--- src/rtl/alu_execute_stage_pkg.sv ---
// Shared constants for the MIPS EX stage: ALU operation codes, forwarding selects
// and default widths. alu_control uses the same ALU code constants.
package alu_execute_stage_pkg;

  localparam int DATA_W     = 32;
  localparam int REG_ADDR_W = 5;
  localparam int LUI_SHIFT  = 16;

  localparam logic [3:0] ALU_SLL = 4'd0;
  localparam logic [3:0] ALU_SRL = 4'd1;
  localparam logic [3:0] ALU_SRA = 4'd2;
  localparam logic [3:0] ALU_ADD = 4'd3;
  localparam logic [3:0] ALU_SUB = 4'd4;
  localparam logic [3:0] ALU_AND = 4'd5;
  localparam logic [3:0] ALU_OR  = 4'd6;
  localparam logic [3:0] ALU_XOR = 4'd7;
  localparam logic [3:0] ALU_NOR = 4'd8;
  localparam logic [3:0] ALU_LUI = 4'd9;

  localparam logic [1:0] FWD_IDEX  = 2'b00;
  localparam logic [1:0] FWD_WB    = 2'b01;
  localparam logic [1:0] FWD_EXMEM = 2'b10;

  // Codes above LUI have no defined operation.
  function automatic logic is_illegal_code(input logic [3:0] code);
    return (code > ALU_LUI);
  endfunction

endpackage

--- src/rtl/alu_execute_stage_if.sv ---
// ID/EX inputs, forwarding/hazard controls and EX/MEM register fields of the EX stage.
interface alu_execute_stage_if
  import alu_execute_stage_pkg::*;
#(
  parameter int DATA_W     = alu_execute_stage_pkg::DATA_W,
  parameter int REG_ADDR_W = alu_execute_stage_pkg::REG_ADDR_W
) ();

  logic [3:0]            alu_code;
  logic                  id_ex_valid;
  logic [DATA_W-1:0]     id_ex_rs_data;
  logic [DATA_W-1:0]     id_ex_rt_data;
  logic [DATA_W-1:0]     id_ex_imm;
  logic [4:0]            id_ex_shamt;
  logic                  id_ex_alu_src;
  logic                  id_ex_shift_var;
  logic [REG_ADDR_W-1:0] id_ex_rd;
  logic                  id_ex_reg_write;
  logic                  id_ex_mem_read;
  logic                  id_ex_mem_write;
  logic [1:0]            fwd_a;
  logic [1:0]            fwd_b;
  logic [DATA_W-1:0]     mem_wb_data;
  logic                  stall;
  logic                  flush;

  logic                  ex_mem_valid;
  logic [DATA_W-1:0]     ex_mem_result;
  logic [DATA_W-1:0]     ex_mem_store_data;
  logic [REG_ADDR_W-1:0] ex_mem_rd;
  logic                  ex_mem_reg_write;
  logic                  ex_mem_mem_read;
  logic                  ex_mem_mem_write;
  logic                  ex_mem_zero;
  logic                  ex_mem_illegal;

  modport master (
    output alu_code, id_ex_valid, id_ex_rs_data, id_ex_rt_data, id_ex_imm, id_ex_shamt,
           id_ex_alu_src, id_ex_shift_var, id_ex_rd, id_ex_reg_write, id_ex_mem_read,
           id_ex_mem_write, fwd_a, fwd_b, mem_wb_data, stall, flush,
    input  ex_mem_valid, ex_mem_result, ex_mem_store_data, ex_mem_rd, ex_mem_reg_write,
           ex_mem_mem_read, ex_mem_mem_write, ex_mem_zero, ex_mem_illegal
  );

  modport slave (
    input  alu_code, id_ex_valid, id_ex_rs_data, id_ex_rt_data, id_ex_imm, id_ex_shamt,
           id_ex_alu_src, id_ex_shift_var, id_ex_rd, id_ex_reg_write, id_ex_mem_read,
           id_ex_mem_write, fwd_a, fwd_b, mem_wb_data, stall, flush,
    output ex_mem_valid, ex_mem_result, ex_mem_store_data, ex_mem_rd, ex_mem_reg_write,
           ex_mem_mem_read, ex_mem_mem_write, ex_mem_zero, ex_mem_illegal
  );

endinterface

--- src/rtl/alu_execute_stage_alu_core.sv ---
// Purely combinational ALU: shifts act on B, LUI is a fixed left shift of B.
module alu_core
  import alu_execute_stage_pkg::*;
#(
  parameter int DATA_W    = alu_execute_stage_pkg::DATA_W,
  parameter int LUI_SHIFT = alu_execute_stage_pkg::LUI_SHIFT
) (
  input  logic [DATA_W-1:0] a,
  input  logic [DATA_W-1:0] b,
  input  logic [4:0]        shamt,
  input  logic [3:0]        alu_code,
  output logic [DATA_W-1:0] result,
  output logic              illegal
);

  // Operation select; undefined codes yield zero and raise illegal.
  always_comb begin
    result  = '0;
    illegal = is_illegal_code(alu_code);
    case (alu_code)
      ALU_SLL: result = b << shamt;
      ALU_SRL: result = b >> shamt;
      ALU_SRA: result = $signed(b) >>> shamt;
      ALU_ADD: result = a + b;
      ALU_SUB: result = a - b;
      ALU_AND: result = a & b;
      ALU_OR:  result = a | b;
      ALU_XOR: result = a ^ b;
      ALU_NOR: result = ~(a | b);
      ALU_LUI: result = b << LUI_SHIFT;
      default: result = '0;
    endcase
  end

endmodule

--- src/rtl/alu_execute_stage.sv ---
// MIPS EX stage: operand forwarding, ALU evaluation and the EX/MEM pipeline register
// with hazard-unit stall (hold) and flush (bubble).
module alu_execute_stage
  import alu_execute_stage_pkg::*;
#(
  parameter int DATA_W     = alu_execute_stage_pkg::DATA_W,
  parameter int REG_ADDR_W = alu_execute_stage_pkg::REG_ADDR_W,
  parameter int LUI_SHIFT  = alu_execute_stage_pkg::LUI_SHIFT
) (
  input  logic               clk,
  input  logic               rst_n,
  alu_execute_stage_if.slave bus
);

  logic [DATA_W-1:0]     op_a_s, rt_fwd_s, op_b_s, alu_result_s;
  logic [4:0]            shift_amt_s;
  logic                  alu_illegal_s;

  logic                  valid_d, valid_q;
  logic [DATA_W-1:0]     result_d, result_q;
  logic [DATA_W-1:0]     store_data_d, store_data_q;
  logic [REG_ADDR_W-1:0] rd_d, rd_q;
  logic                  reg_write_d, reg_write_q;
  logic                  mem_read_d, mem_read_q;
  logic                  mem_write_d, mem_write_q;
  logic                  zero_d, zero_q;
  logic                  illegal_d, illegal_q;

  // Forwarding muxes draw on the pre-edge EX/MEM result; select 11 falls back to ID/EX.
  always_comb begin
    case (bus.fwd_a)
      FWD_IDEX:  op_a_s = bus.id_ex_rs_data;
      FWD_WB:    op_a_s = bus.mem_wb_data;
      FWD_EXMEM: op_a_s = result_q;
      default:   op_a_s = bus.id_ex_rs_data;
    endcase
    case (bus.fwd_b)
      FWD_IDEX:  rt_fwd_s = bus.id_ex_rt_data;
      FWD_WB:    rt_fwd_s = bus.mem_wb_data;
      FWD_EXMEM: rt_fwd_s = result_q;
      default:   rt_fwd_s = bus.id_ex_rt_data;
    endcase
    if (bus.id_ex_alu_src) begin
      op_b_s = bus.id_ex_imm;
    end else begin
      op_b_s = rt_fwd_s;
    end
    if (bus.id_ex_shift_var) begin
      shift_amt_s = op_a_s[4:0];
    end else begin
      shift_amt_s = bus.id_ex_shamt;
    end
  end

  alu_core #(
    .DATA_W    (DATA_W),
    .LUI_SHIFT (LUI_SHIFT)
  ) u_alu_core (
    .a        (op_a_s),
    .b        (op_b_s),
    .shamt    (shift_amt_s),
    .alu_code (bus.alu_code),
    .result   (alu_result_s),
    .illegal  (alu_illegal_s)
  );

  // EX/MEM next state: flush > stall > load; an invalid instruction loads a bubble like flush.
  always_comb begin
    valid_d      = valid_q;
    result_d     = result_q;
    store_data_d = store_data_q;
    rd_d         = rd_q;
    reg_write_d  = reg_write_q;
    mem_read_d   = mem_read_q;
    mem_write_d  = mem_write_q;
    zero_d       = zero_q;
    illegal_d    = illegal_q;
    if (bus.flush || (!bus.stall && !bus.id_ex_valid)) begin
      valid_d      = 1'b0;
      result_d     = '0;
      store_data_d = '0;
      rd_d         = '0;
      reg_write_d  = 1'b0;
      mem_read_d   = 1'b0;
      mem_write_d  = 1'b0;
      zero_d       = 1'b0;
      illegal_d    = 1'b0;
    end else if (!bus.stall) begin
      valid_d      = 1'b1;
      result_d     = alu_result_s;
      store_data_d = rt_fwd_s;
      rd_d         = bus.id_ex_rd;
      reg_write_d  = bus.id_ex_reg_write;
      mem_read_d   = bus.id_ex_mem_read;
      mem_write_d  = bus.id_ex_mem_write;
      zero_d       = (alu_result_s == '0);
      illegal_d    = alu_illegal_s;
    end else begin
      valid_d = valid_q;
    end
  end

  // EX/MEM pipeline register with synchronous active-low reset.
  always_ff @(posedge clk) begin
    if (!rst_n) begin
      valid_q      <= 1'b0;
      result_q     <= '0;
      store_data_q <= '0;
      rd_q         <= '0;
      reg_write_q  <= 1'b0;
      mem_read_q   <= 1'b0;
      mem_write_q  <= 1'b0;
      zero_q       <= 1'b0;
      illegal_q    <= 1'b0;
    end else begin
      valid_q      <= valid_d;
      result_q     <= result_d;
      store_data_q <= store_data_d;
      rd_q         <= rd_d;
      reg_write_q  <= reg_write_d;
      mem_read_q   <= mem_read_d;
      mem_write_q  <= mem_write_d;
      zero_q       <= zero_d;
      illegal_q    <= illegal_d;
    end
  end

  assign bus.ex_mem_valid      = valid_q;
  assign bus.ex_mem_result     = result_q;
  assign bus.ex_mem_store_data = store_data_q;
  assign bus.ex_mem_rd         = rd_q;
  assign bus.ex_mem_reg_write  = reg_write_q;
  assign bus.ex_mem_mem_read   = mem_read_q;
  assign bus.ex_mem_mem_write  = mem_write_q;
  assign bus.ex_mem_zero       = zero_q;
  assign bus.ex_mem_illegal    = illegal_q;

endmodule
--- src/flat_wrapper.sv ---
// flat-port wrapper written by rule: the top's interface ports become plain ports
module alu_execute_stage_flat import alu_execute_stage_pkg::*;
#(
  parameter int DATA_W     = alu_execute_stage_pkg::DATA_W,
  parameter int REG_ADDR_W = alu_execute_stage_pkg::REG_ADDR_W,
  parameter int LUI_SHIFT  = alu_execute_stage_pkg::LUI_SHIFT
)
  (clk, rst_n, bus_alu_code, bus_id_ex_valid, bus_id_ex_rs_data, bus_id_ex_rt_data, bus_id_ex_imm, bus_id_ex_shamt, bus_id_ex_alu_src, bus_id_ex_shift_var, bus_id_ex_rd, bus_id_ex_reg_write, bus_id_ex_mem_read, bus_id_ex_mem_write, bus_fwd_a, bus_fwd_b, bus_mem_wb_data, bus_stall, bus_flush, bus_ex_mem_valid, bus_ex_mem_result, bus_ex_mem_store_data, bus_ex_mem_rd, bus_ex_mem_reg_write, bus_ex_mem_mem_read, bus_ex_mem_mem_write, bus_ex_mem_zero, bus_ex_mem_illegal);
  alu_execute_stage_if #(.DATA_W(DATA_W), .REG_ADDR_W(REG_ADDR_W)) bus_i ();
  input  logic clk;
  input  logic rst_n;
  input wire logic [$bits(bus_i.alu_code)-1:0] bus_alu_code;
  input wire logic [$bits(bus_i.id_ex_valid)-1:0] bus_id_ex_valid;
  input wire logic [$bits(bus_i.id_ex_rs_data)-1:0] bus_id_ex_rs_data;
  input wire logic [$bits(bus_i.id_ex_rt_data)-1:0] bus_id_ex_rt_data;
  input wire logic [$bits(bus_i.id_ex_imm)-1:0] bus_id_ex_imm;
  input wire logic [$bits(bus_i.id_ex_shamt)-1:0] bus_id_ex_shamt;
  input wire logic [$bits(bus_i.id_ex_alu_src)-1:0] bus_id_ex_alu_src;
  input wire logic [$bits(bus_i.id_ex_shift_var)-1:0] bus_id_ex_shift_var;
  input wire logic [$bits(bus_i.id_ex_rd)-1:0] bus_id_ex_rd;
  input wire logic [$bits(bus_i.id_ex_reg_write)-1:0] bus_id_ex_reg_write;
  input wire logic [$bits(bus_i.id_ex_mem_read)-1:0] bus_id_ex_mem_read;
  input wire logic [$bits(bus_i.id_ex_mem_write)-1:0] bus_id_ex_mem_write;
  input wire logic [$bits(bus_i.fwd_a)-1:0] bus_fwd_a;
  input wire logic [$bits(bus_i.fwd_b)-1:0] bus_fwd_b;
  input wire logic [$bits(bus_i.mem_wb_data)-1:0] bus_mem_wb_data;
  input wire logic [$bits(bus_i.stall)-1:0] bus_stall;
  input wire logic [$bits(bus_i.flush)-1:0] bus_flush;
  output wire logic [$bits(bus_i.ex_mem_valid)-1:0] bus_ex_mem_valid;
  output wire logic [$bits(bus_i.ex_mem_result)-1:0] bus_ex_mem_result;
  output wire logic [$bits(bus_i.ex_mem_store_data)-1:0] bus_ex_mem_store_data;
  output wire logic [$bits(bus_i.ex_mem_rd)-1:0] bus_ex_mem_rd;
  output wire logic [$bits(bus_i.ex_mem_reg_write)-1:0] bus_ex_mem_reg_write;
  output wire logic [$bits(bus_i.ex_mem_mem_read)-1:0] bus_ex_mem_mem_read;
  output wire logic [$bits(bus_i.ex_mem_mem_write)-1:0] bus_ex_mem_mem_write;
  output wire logic [$bits(bus_i.ex_mem_zero)-1:0] bus_ex_mem_zero;
  output wire logic [$bits(bus_i.ex_mem_illegal)-1:0] bus_ex_mem_illegal;
  assign bus_i.alu_code = bus_alu_code;
  assign bus_i.id_ex_valid = bus_id_ex_valid;
  assign bus_i.id_ex_rs_data = bus_id_ex_rs_data;
  assign bus_i.id_ex_rt_data = bus_id_ex_rt_data;
  assign bus_i.id_ex_imm = bus_id_ex_imm;
  assign bus_i.id_ex_shamt = bus_id_ex_shamt;
  assign bus_i.id_ex_alu_src = bus_id_ex_alu_src;
  assign bus_i.id_ex_shift_var = bus_id_ex_shift_var;
  assign bus_i.id_ex_rd = bus_id_ex_rd;
  assign bus_i.id_ex_reg_write = bus_id_ex_reg_write;
  assign bus_i.id_ex_mem_read = bus_id_ex_mem_read;
  assign bus_i.id_ex_mem_write = bus_id_ex_mem_write;
  assign bus_i.fwd_a = bus_fwd_a;
  assign bus_i.fwd_b = bus_fwd_b;
  assign bus_i.mem_wb_data = bus_mem_wb_data;
  assign bus_i.stall = bus_stall;
  assign bus_i.flush = bus_flush;
  assign bus_ex_mem_valid = bus_i.ex_mem_valid;
  assign bus_ex_mem_result = bus_i.ex_mem_result;
  assign bus_ex_mem_store_data = bus_i.ex_mem_store_data;
  assign bus_ex_mem_rd = bus_i.ex_mem_rd;
  assign bus_ex_mem_reg_write = bus_i.ex_mem_reg_write;
  assign bus_ex_mem_mem_read = bus_i.ex_mem_mem_read;
  assign bus_ex_mem_mem_write = bus_i.ex_mem_mem_write;
  assign bus_ex_mem_zero = bus_i.ex_mem_zero;
  assign bus_ex_mem_illegal = bus_i.ex_mem_illegal;
  alu_execute_stage #(.DATA_W(DATA_W), .REG_ADDR_W(REG_ADDR_W), .LUI_SHIFT(LUI_SHIFT)) u_core (.clk(clk), .rst_n(rst_n), .bus(bus_i));
endmodule
--- config.mk ---
export PLATFORM = sky130hd
export DESIGN_NAME = alu_execute_stage_flat
export DESIGN_NICKNAME = d
export VERILOG_FILES = /design/src/rtl/alu_execute_stage_pkg.sv /design/src/rtl/alu_execute_stage_if.sv /design/src/rtl/alu_execute_stage_alu_core.sv /design/src/rtl/alu_execute_stage.sv /design/src/flat_wrapper.sv
export SDC_FILE = /design/constraint.sdc
export NUM_CORES = 1
export LEC_CHECK = 0
export ABC_CLOCK_PERIOD_IN_PS = 12040
export BUFFER_PORTS_ARGS = -buffer_cell sky130_fd_sc_hd__buf_4
export CAP_MARGIN = 20
export CORE_MARGIN = 2
export CORE_UTILIZATION = 36
export CTS_CLUSTER_DIAMETER = 150
export DETAILED_ROUTE_END_ITERATION = 16
export PLACE_DENSITY = 0.67
export SYNTH_ARGS = -nofsm -noshare
export SYNTH_HDL_FRONTEND = slang
export SYNTH_SLANG_ARGS = --single-unit
export TNS_END_PERCENT = 20
--- constraint.sdc ---
create_clock -name clk -period 12.04 [get_ports clk]
set_input_delay 0.602 -clock clk [delete_from_list [all_inputs] [get_ports clk]]
set_output_delay 0.602 -clock clk [all_outputs]
set_load 0.01 [all_outputs]
## Word-level counts from Yosys, hierarchy flattened

Index checks and enable logic that the tools add are counted.

- Add/subtract/negate cells: 2
- Bitwise logic cells: 5
- Shift-type cells: 3
- Mux-type cells: 5
- Order comparisons: 1
- Multipliers: 0
- Equality and inequality tests: 13
- Divide/modulo/power cells: 0
- Reductions and logical operators: 7

Operator list:

| operator | count |
|---|---|
| 32-bit case mux with 10 select lines | 1 |
| 32-bit case mux with 2 select lines | 2 |
| 32-bit adder | 1 |
| 32-bit AND | 1 |
| 32-bit logical NOT | 1 |
| 32-bit two-way mux | 1 |
| 32-bit NOT | 1 |
| 32-bit bitwise OR | 1 |
| 32-bit by 5-bit left shift with 32-bit output | 1 |
| 32-bit by 5-bit >> shifter with 32-bit output | 1 |
| 32-bit by 5-bit >>> shifter with 32-bit output | 1 |
| 32-bit subtractor | 1 |
| 32-bit bitwise XOR | 1 |
| 4-bit by 3-bit equality test with 1-bit output (second input constant) | 4 |
| 4-bit by 2-bit equality test with 1-bit output (second input constant) | 2 |
| 4-bit equality test (second input constant) | 2 |
| 5-bit two-way mux | 1 |
| 2-bit by 1-bit equality test with 1-bit output (second input constant) | 2 |
| 2-bit equality test (second input constant) | 2 |
| 4-bit by 1-bit equality test with 1-bit output (second input constant) | 1 |
| 4-bit greater-than comparator (second input constant) | 1 |
| 4-bit logical NOT | 1 |
| 1-bit logical NOT | 2 |
| 2-bit OR reduction | 1 |
| other kinds (3) | 3 |

- Output and inout port bits: 75
- Bits in registers: 75
- Logic and storage cells: 45
- ROM bits: 0
- Memories: 0
- Bits in latches: 0
- Bits in writable memories: 0
- Input bits: 156

## Logic depth before layout (Yosys ltp)

Gate-level depths: netlist of run 1.

- Depth after elaboration: 7
- Depth in mapped cells: 26
- Gate-level depth less buffers: 23

## By module

Synthesis of run 1 repeated with hierarchy kept, for this count alone.

- Cells, all modules: 1,728
- Area, all modules: 12,722.2 µm²

Modules (own cells, without submodules):

| module | times used | area an instance (µm²) | cells each |
|---|---|---|---|
| alu_core | 1 | 8,424.3 | 1,166 |
| alu_execute_stage | 1 | 4,297.9 | 562 |

## Worst setup path before layout of run 1

No wires, ideal clock.

- Kind: input -> register
- From: input port bus_fwd_b[0]
- To: register u_core.zero_q, in the netlist u_core.bus.ex_mem_zero
- Arrival: 5.407 ns
- Path buffers: 2
- Setup time: 0.136 ns
- Stages on the path: 25
- Path slack: 6.497 ns
- Cells stage by stage: inv_1 ha_1 or2_1 buf_6 buf_6 o221ai_2 inv_1 nor2_1 nand4_1 nor2_1 a21oi_1 xnor2_1 ha_1 and3_1 nand4_1 a21oi_1 o211ai_1 a2111oi_0 nor2_1 a21boi_0 nor4_1 nor3_1 mux2_2 o211ai_1 o32ai_2

- Word-level cells in the longest chain between the ends: 7

Ends and longest elaborated chain:

| item | RTL line | source |
|---|---|---|
| start, declared | flat_wrapper.sv:25 | `input wire logic [$bits(bus_i.fwd_b)-1:0] bus_fwd_b;` |
| 2-bit equality test or 2-bit by 1-bit equality test with 1-bit output (tied branches) | alu_execute_stage.sv:37 | `case (bus.fwd_b)` |
| 32-bit case mux with 2 select lines * | alu_execute_stage.sv:37 |  |
| 32-bit two-way mux * | alu_execute_stage.sv:43 | `if (bus.id_ex_alu_src) begin` |
| parallel branches: the longest is 2 deep, another holds 32-bit subtractor | - |  |
| 32-bit case mux with 10 select lines * | alu_execute_stage_alu_core.sv:20 | `case (alu_code)` |
| 32-bit logical NOT * | alu_execute_stage.sv:96 | `zero_d = (alu_result_s == '0);` |
| end signal, assigned | alu_execute_stage.sv:123 | `zero_q <= zero_d;` |
| end, declared | alu_execute_stage.sv:26 | `logic zero_d, zero_q;` |

Every way passes the cells marked *.
A chain may end at the register's enable or synchronous reset.

## Final worst setup path of run 1

Ends and elaborated chain as after synthesis.

==> flow_metrics.py, run 1 <==
metrics = {
    "status": {
        "status": "finished, final reports clean",
    },
    "flow_run": {
        "cap_violations": 0,
    },
    "critical_path": {
        "crit_chain": "buf_4 > inv_1 > ha_2 > buf_4 > or2_2 > o221ai_2 > inv_1 > nor4_1 > nand3_1 > nor3_1 > a21oi_1 > xnor2_1 > ha_1 > and3_1 > a221o_1 > a21oi_1 > o21ai_0 > a221oi_1 > xnor2_1 > a211oi_1 > nand3_1 > nor4_1 > nand4_1 > o32ai_2",
        "crit_required_ns": 12.31,
        "crit_arrival_ns": 8.57,
        "worstSetupEndpointType": "flip-flop",
        "reg2reg_from": "u_core.bus.ex_mem_result[9]$_SDFFE_PP0N_",
        "cpLargestDelayFamily": "simple AND/OR/NAND/NOR gates",
        "startpoint_type": "input pin",
        "path_buf_inv": 4,
        "critPathSlowestCell": "o221ai_2",
        "cp-startpoint": "bus_fwd_b[0]",
        "cp_slowest_stage_delay_ns": 0.81,
        "path_max_fanout": 48,
        "crit_type": "input pin to flip-flop",
    },
    "drt": {
        "viasPerCell": 6.765,
        "drc": 0,
        "wl_per_cell_um": 32.20,
        "wl_um": 82910,
        "firstDrtPassIters": 9,
        "drtIter0Drc": 2529,
        "vias": 17420,
        "ant_nets": 0,
    },
    "timing": {
        "slew_violations": 0,
        "fin_tns_setup_ns": 0,
        "rsz0062_at_grt": "no",
        "max_clock_freq_ghz": 0.1205,
        "finClkSkew_ns": 0.01069,
        "timing.hold.ws_ns": 0.4653,
        "timing.final.crit_period_ns": 8.300,
        "setup_viol": 0,
        "worst_pin_slew_ns": 1.215,
        "relSlewSlack_pct": 18.15,
        "finalCritPeriodShare_pct": 68.93,
        "hold_viol_final": 0,
    },
    "yosys": {
        "yosys_register_bits": 75,
        "syn-mean-instance-area_um2": 7.190,
        "ys_seq_area_share_pct": 10.87,
        "synthTopCellsByCount": "nor2_1, mux2i_1, nand2_1",
        "synth_top_cell_area_share_pct": 12.39,
        "synth_edf_count": 0,
        "synth_most_common_cell": "nor2_1",
        "syn_nets": 2185,
        "synth_top_flop_cell": "dfxtp_1",
        "syn-instance-count": 1922,
        "synth_area_leaders": "mux2i_1, dfxtp_1, ha_1",
        "yosys_warnings": 0,
        "async_reset_ff_share_pct": 0,
        "yosysTopAreaCell": "mux2i_1",
        "synth_cell_types": 80,
        "syn_area_um2": 13820,
    },
    "power_and_ir_drop": {
        "peakVddDrop_mv": 0.07305,
        "p_comb_share_pct": 67.4,
        "p_switching_uw": 923.6,
        "pwr_density_cell_nw_per_um2": 107.8,
        "pwr-share-seq_pct": 15.2,
        "clockPowerShare_pct": 17.4,
        "p_int_uw": 821.2,
        "swShare_pct": 52.93,
        "p_leak_uw": 0.006962,
    },
    "place": {
        "io_buffers": 230,
        "place.gp.congestion": 1.112,
        "dp_hpwl_um": 64680,
    },
    "floorplan": {
        "core_um2": 37760,
        "io_pins": 231,
        "dieArea_um2": 39970,
        "die_x_um": 199.9,
        "dieHeight_um": 199.9,
        "rows": 71,
        "start_util_pct": 36.60,
    },
    "global_routing": {
        "track_usage_pct": 40.12,
        "grt_pass1_vias": 16010,
        "antenna_found_initial": 5,
        "grt_max_degree": 75,
        "grt_pass1_wl_um": 115700,
        "grt_overflow": 0,
    },
    "cells_and_area": {
        "utilization_pct": 42.89,
        "areaGrowthSynthToFinish_pct": 17.19,
        "drive_gt1_share_pct": 17.76,
        "fill_cells": 3931,
        "nets": 2319,
    },
    "clock_network": {
        "clkTransAtPathRegs_ns": 0.06,
        "cts_resized": 0,
        "cts_tree": "yes",
        "clock_latency_ns": 0.36,
        "clkSinkCount": 75,
        "cts_root_buffer": "clkbuf_16",
        "hold_buffers": 0,
        "cts_setup_buffers": 0,
        "cts_buffers": 9,
        "h-tree-depth": 3,
        "cts.path.max_buffers": 2,
    },
    "min_path": {
        "min_from": "u_core.bus.ex_mem_valid$_SDFFE_PP0N_",
        "hp-class": "flip-flop to flip-flop",
    },
}
[layout by cell type (no fill, tap or decap), drive strengths merged, types with 28 or more instances in the layout]
| cell type | synthesis | routed |
|---|---|---|
| buf | 74 | 273 |
| nor2 | 262 | 262 |
| mux2i | 171 | 171 |
| nand2 | 148 | 148 |
| a21oi | 140 | 140 |
| o21ai | 107 | 107 |
| ha | 106 | 106 |
| inv | 81 | 82 |
| dfxtp | 75 | 75 |
| nand2b | 61 | 61 |
| a22oi | 47 | 47 |
| xnor2 | 43 | 43 |
| a211oi | 39 | 39 |
| nor3 | 39 | 39 |
| o221ai | 38 | 38 |
| a22o | 33 | 33 |
| nand3 | 30 | 30 |
| o22ai | 28 | 28 |
[flip-flops by register name, summed over array words and instances, names as in the netlist]
| signal | count |
|---|---|
| u_core.bus.ex_mem_result | 32 |
| u_core.bus.ex_mem_valid | 1 |
| u_core.bus.ex_mem_reg_write | 1 |
| u_core.bus.ex_mem_rd | 5 |
| u_core.bus.ex_mem_zero | 1 |
| u_core.bus.ex_mem_store_data | 32 |
| u_core.bus.ex_mem_mem_read | 1 |
| u_core.bus.ex_mem_illegal | 1 |
| u_core.bus.ex_mem_mem_write | 1 |
[kinds of logic after synthesis]
group / Yosys count / synth area share, %
AOI/OAI and AO/OA: 646 / 34.35
and+or+nand+nor: 629 / 20.69
buffers and inverters: 231 / 7.570
muxes: 184 / 13.61
adders and majority gates: 107 / 9.743
DFF: 75 / 10.87
xor gates and xnor gates: 50 / 3.169
[per-layer routing]
layer	up-vias	wire length, um	track usage (%)
met5	-	27	0
met4	4	4624	18.98
met3	260	9199	11.09
met2	1289	35970	61.09
met1	8405	33090	52.32
li1	7463	-	-
[stage by stage]
stage                     worst slack [ns]  instance area, um^2  power [uW]  instances
final                                3.740                16190        1745       2575
after global routing                 3.540                16190        1797       2572
after CTS                            3.775                16180        1685       2571
after detailed placement             3.428                15860        1383       2555
after global placement               3.642                15860        1396       2555
after floorplan                      6.497                13820       971.2       1922
[final cells by class]
type | instances | area (um^2) | share of cell area (%)
timing repair buffer | 273 | 2049 | 12.66
tap | 511 | 639.4 | 3.948
sequential | 75 | 1501 | 9.272
antenna | 3 | 7.507 | 0.04636
multi-input combinational | 1616 | 11370 | 70.24
inverter | 81 | 304.0 | 1.878
clock inverter | 6 | 87.58 | 0.5409
clock buffer | 10 | 229.0 | 1.414
[final timing paths]
kind	depth (start not counted)	endpoint	slack [ns]
worst max-delay path	24	u_core.bus.ex_mem_zero$_SDFFE_PP0N_	3.74
worst min-delay path	2	u_core.bus.ex_mem_valid$_SDFFE_PP0N_	0.47
worst max register to register	20	u_core.bus.ex_mem_zero$_SDFFE_PP0N_	5.07
worst min register to register	2	u_core.bus.ex_mem_valid$_SDFFE_PP0N_	0.47
[worst min-delay path: cells and delay by family (launching register included)]
family / cells / cell delay, ns
AO/OA/AOI/OAI: 1 / 0.05
buffers and inverters: 1 / 0.05
flip-flops: 1 / 0.31
[power by group through the flow]
stage / logic, uW / clock network, uW / registers, uW
finish: 1180 / 303 / 266
global route: 1220 / 310 / 266
CTS: 1120 / 300 / 265
detailed placement: 1110 / 0 / 271
global placement: 1130 / 0 / 271
floorplan: 700 / 0 / 272
No activity file was read; power rests on OpenSTA's default activity.
==> inputs of run 2 (changes only) <==
- ABC_AREA: not set -> 1
- ABC_CLOCK_PERIOD_IN_PS: 12040 -> 6700
- PLACE_DENSITY: 0.67 -> 0.69
- clock period: 12.04 -> 6.7 ns (I/O delays scaled with it)
==> flow_metrics.py, run 2 <==
metrics = {
    "status": {
        "status": "finished, final reports clean",
    },
    "min_path": {
        "min_from": "bus_id_ex_rd[2]",
        "hold-path-cell-count": 3,
        "hp-class": "input pin to flip-flop",
        "hold_end": "u_core.bus.ex_mem_rd[2]$_SDFFE_PP0N_",
    },
    "critical_path": {
        "crit_arrival_ns": 6.15,
        "crit_required_ns": 6.98,
        "critPathSlowestCell": "nor2_1",
        "crit_type": "input pin to flip-flop",
        "rrSetupSlack_ns": 1.11,
        "r2r_cells": 30,
        "path_max_fanout": 25,
        "startpoint_type": "input pin",
        "r2r-end": "u_core.bus.ex_mem_zero$_SDFFE_PP0N_",
        "cp_slowest_stage_delay_ns": 0.42,
        "reg2reg_from": "u_core.bus.ex_mem_result[0]$_SDFFE_PP0N_",
        "worstSetupEndpointType": "flip-flop",
    },
    "timing": {
        "max_clock_freq_ghz": 0.1702,
        "relSlewSlack_pct": 21.43,
        "timing.hold.ws_ns": 0.2344,
        "slew_violations": 0,
        "rsz0062_at_grt": "no",
        "timing.final.crit_period_ns": 5.876,
        "setup_viol": 0,
        "finClkSkew_ns": 0.01517,
        "worst_pin_slew_ns": 1.166,
        "fin_tns_setup_ns": 0,
        "hold_viol_final": 0,
        "finalCritPeriodShare_pct": 87.70,
        "finalWorstSetupSlack_ns": 0.8239,
    },
    "drt": {
        "ant_nets": 0,
        "wl_um": 79630,
        "firstDrtPassIters": 6,
        "drtIter0Drc": 2497,
        "drc": 0,
        "wl_per_cell_um": 25.45,
        "viasPerCell": 6.016,
        "vias": 18820,
    },
    "yosys": {
        "synth_top_cell_area_share_pct": 22.70,
        "synth_most_common_cell": "nand2_1",
        "ys_seq_area_share_pct": 11.09,
        "yosys_register_bits": 75,
        "synth_area_leaders": "nand2_1, nand3_1, dfxtp_1",
        "syn-mean-instance-area_um2": 5.456,
        "yosysTopAreaCell": "nand2_1",
        "async_reset_ff_share_pct": 0,
        "synth_edf_count": 0,
        "syn-instance-count": 2482,
        "synth_top_flop_cell": "dfxtp_1",
        "syn_nets": 2745,
        "yosys_warnings": 0,
        "syn_area_um2": 13540,
        "synthTopCellsByCount": "nand2_1, nand3_1, inv_1",
        "synth_cell_types": 53,
    },
    "floorplan": {
        "dieArea_um2": 39180,
        "start_util_pct": 36.29,
        "core_um2": 37310,
        "rows": 71,
        "dieHeight_um": 198.0,
        "io_pins": 231,
        "die_x_um": 198.0,
    },
    "clock_network": {
        "cts_buffers": 9,
        "cts.path.max_buffers": 2,
        "cts_tree": "yes",
        "hold_buffers": 0,
        "clock_latency_ns": 0.36,
        "h-tree-depth": 3,
        "cts_root_buffer": "clkbuf_16",
        "cts_resized": 0,
        "clkSinkCount": 75,
        "clkTransAtPathRegs_ns": 0.07,
        "cts_setup_buffers": 0,
    },
    "global_routing": {
        "grt_overflow": 0,
        "grt_max_degree": 108,
        "antenna_found_initial": 2,
        "grt_pass1_vias": 17670,
        "grt_pass1_wl_um": 114700,
        "track_usage_pct": 40.10,
    },
    "cells_and_area": {
        "fill_cells": 4171,
        "areaGrowthSynthToFinish_pct": 18.13,
        "mostFrequentLayoutCell": "nand2_1",
        "nets": 2911,
        "mostFrequentLayoutCells": "nand2_1, nand3_1, buf_4, inv_1, o21ai_0",
        "drive_gt1_share_pct": 14.62,
    },
    "flow_run": {
        "cap_violations": 0,
    },
    "place": {
        "dp_hpwl_um": 64630,
        "dp_slack_ns": 0.6752,
        "io_buffers": 230,
        "place.gp.congestion": 1.056,
    },
    "power_and_ir_drop": {
        "p_leak_uw": 0.008459,
        "peakVddDrop_mv": 0.1579,
        "pwr_density_cell_nw_per_um2": 179.4,
    },
}
## run 2: cell count changes after synthesis, sizes merged, moves of 61 or more
cell	change
nand2	+688
nand3	+389
inv	+154
nand2b	-61
nor2	-116
o21ai	+69
mux2i	-171
## run 2: critical path, delay by kind of cell
kind                     cells  cell delay (ns)
XOR/XNOR                     1             0.18
AO/OA/AOI/OAI                5             0.93
adder cells (fa/ha/maj)      3             0.93
buffers and inverters        3             0.31
AND/OR/NAND/NOR             21             3.45
## run 2: how the worst max path moves through the flow
stage | start | to | slack, ns
final | bus_fwd_b[0] | u_core.bus.ex_mem_zero$_SDFFE_PP0N_ | 0.82
after floorplan | bus_fwd_b[0] | u_core.bus.ex_mem_zero$_SDFFE_PP0N_ | 2.29
after global placement | bus_fwd_b[0] | u_core.bus.ex_mem_zero$_SDFFE_PP0N_ | 0.73
after CTS | bus_fwd_b[0] | u_core.bus.ex_mem_zero$_SDFFE_PP0N_ | 1.03
after detailed placement | bus_fwd_b[0] | u_core.bus.ex_mem_zero$_SDFFE_PP0N_ | 0.68
after global routing | bus_fwd_b[0] | u_core.bus.ex_mem_zero$_SDFFE_PP0N_ | 0.48
## run 2: report_power, final
group / switching, uW / leakage (uW) / internal, uW
combinational: 1320 / 0.00771 / 572
sequential: 22.1 / 0.000610 / 462
clock: 216 / 0.000136 / 273
## run 2: layout make-up
class                      instances  area [um^2]  share of cell area, %
multi-input combinational       2037        10560                  65.98
timing repair buffer             286         2162                  13.52
sequential                        75         1501                  9.386
inverter                         239        898.4                  5.616
tap                              474        593.1                  3.707
clock buffer                      13        260.3                  1.627
clock inverter                     3        21.27                 0.1330
antenna                            2        5.005                0.03129
## run 2: per-stage QoR
step | utilization, % | total power (uW) | instance area, um^2 | instances
floorplan | - | 1636 | 13540 | 2482
global placement | 42.04 | 2313 | 15690 | 3108
detailed placement | 42.05 | 2312 | 15690 | 3109
CTS | 42.81 | 2800 | 15970 | 3125
global route | 42.87 | 3036 | 15990 | 3128
finish | 42.87 | 2869 | 16000 | 3129
## run 2: cell families after synthesis
family | Yosys count | synth area share, %
adders and majority gates | 107 | 9.942
buffers and inverters | 370 | 11.27
xor gates and xnor gates | 35 | 2.264
DFF | 75 | 11.09
and+or+nand+nor | 1491 | 47.38
AOI/OAI and AO/OA | 404 | 18.05
## run 2: per-layer routing
| metal | vias up | GRT usage (%) | wire length (um) |
|---|---|---|---|
| met2 | 1197 | 63.59 | 34320 |
| met1 | 8774 | 50.00 | 31350 |
| met4 | 2 | 25.45 | 5826 |
| li1 | 8623 | - | - |
| met3 | 227 | 7.443 | 8128 |
| met5 | - | 0 | 10 |
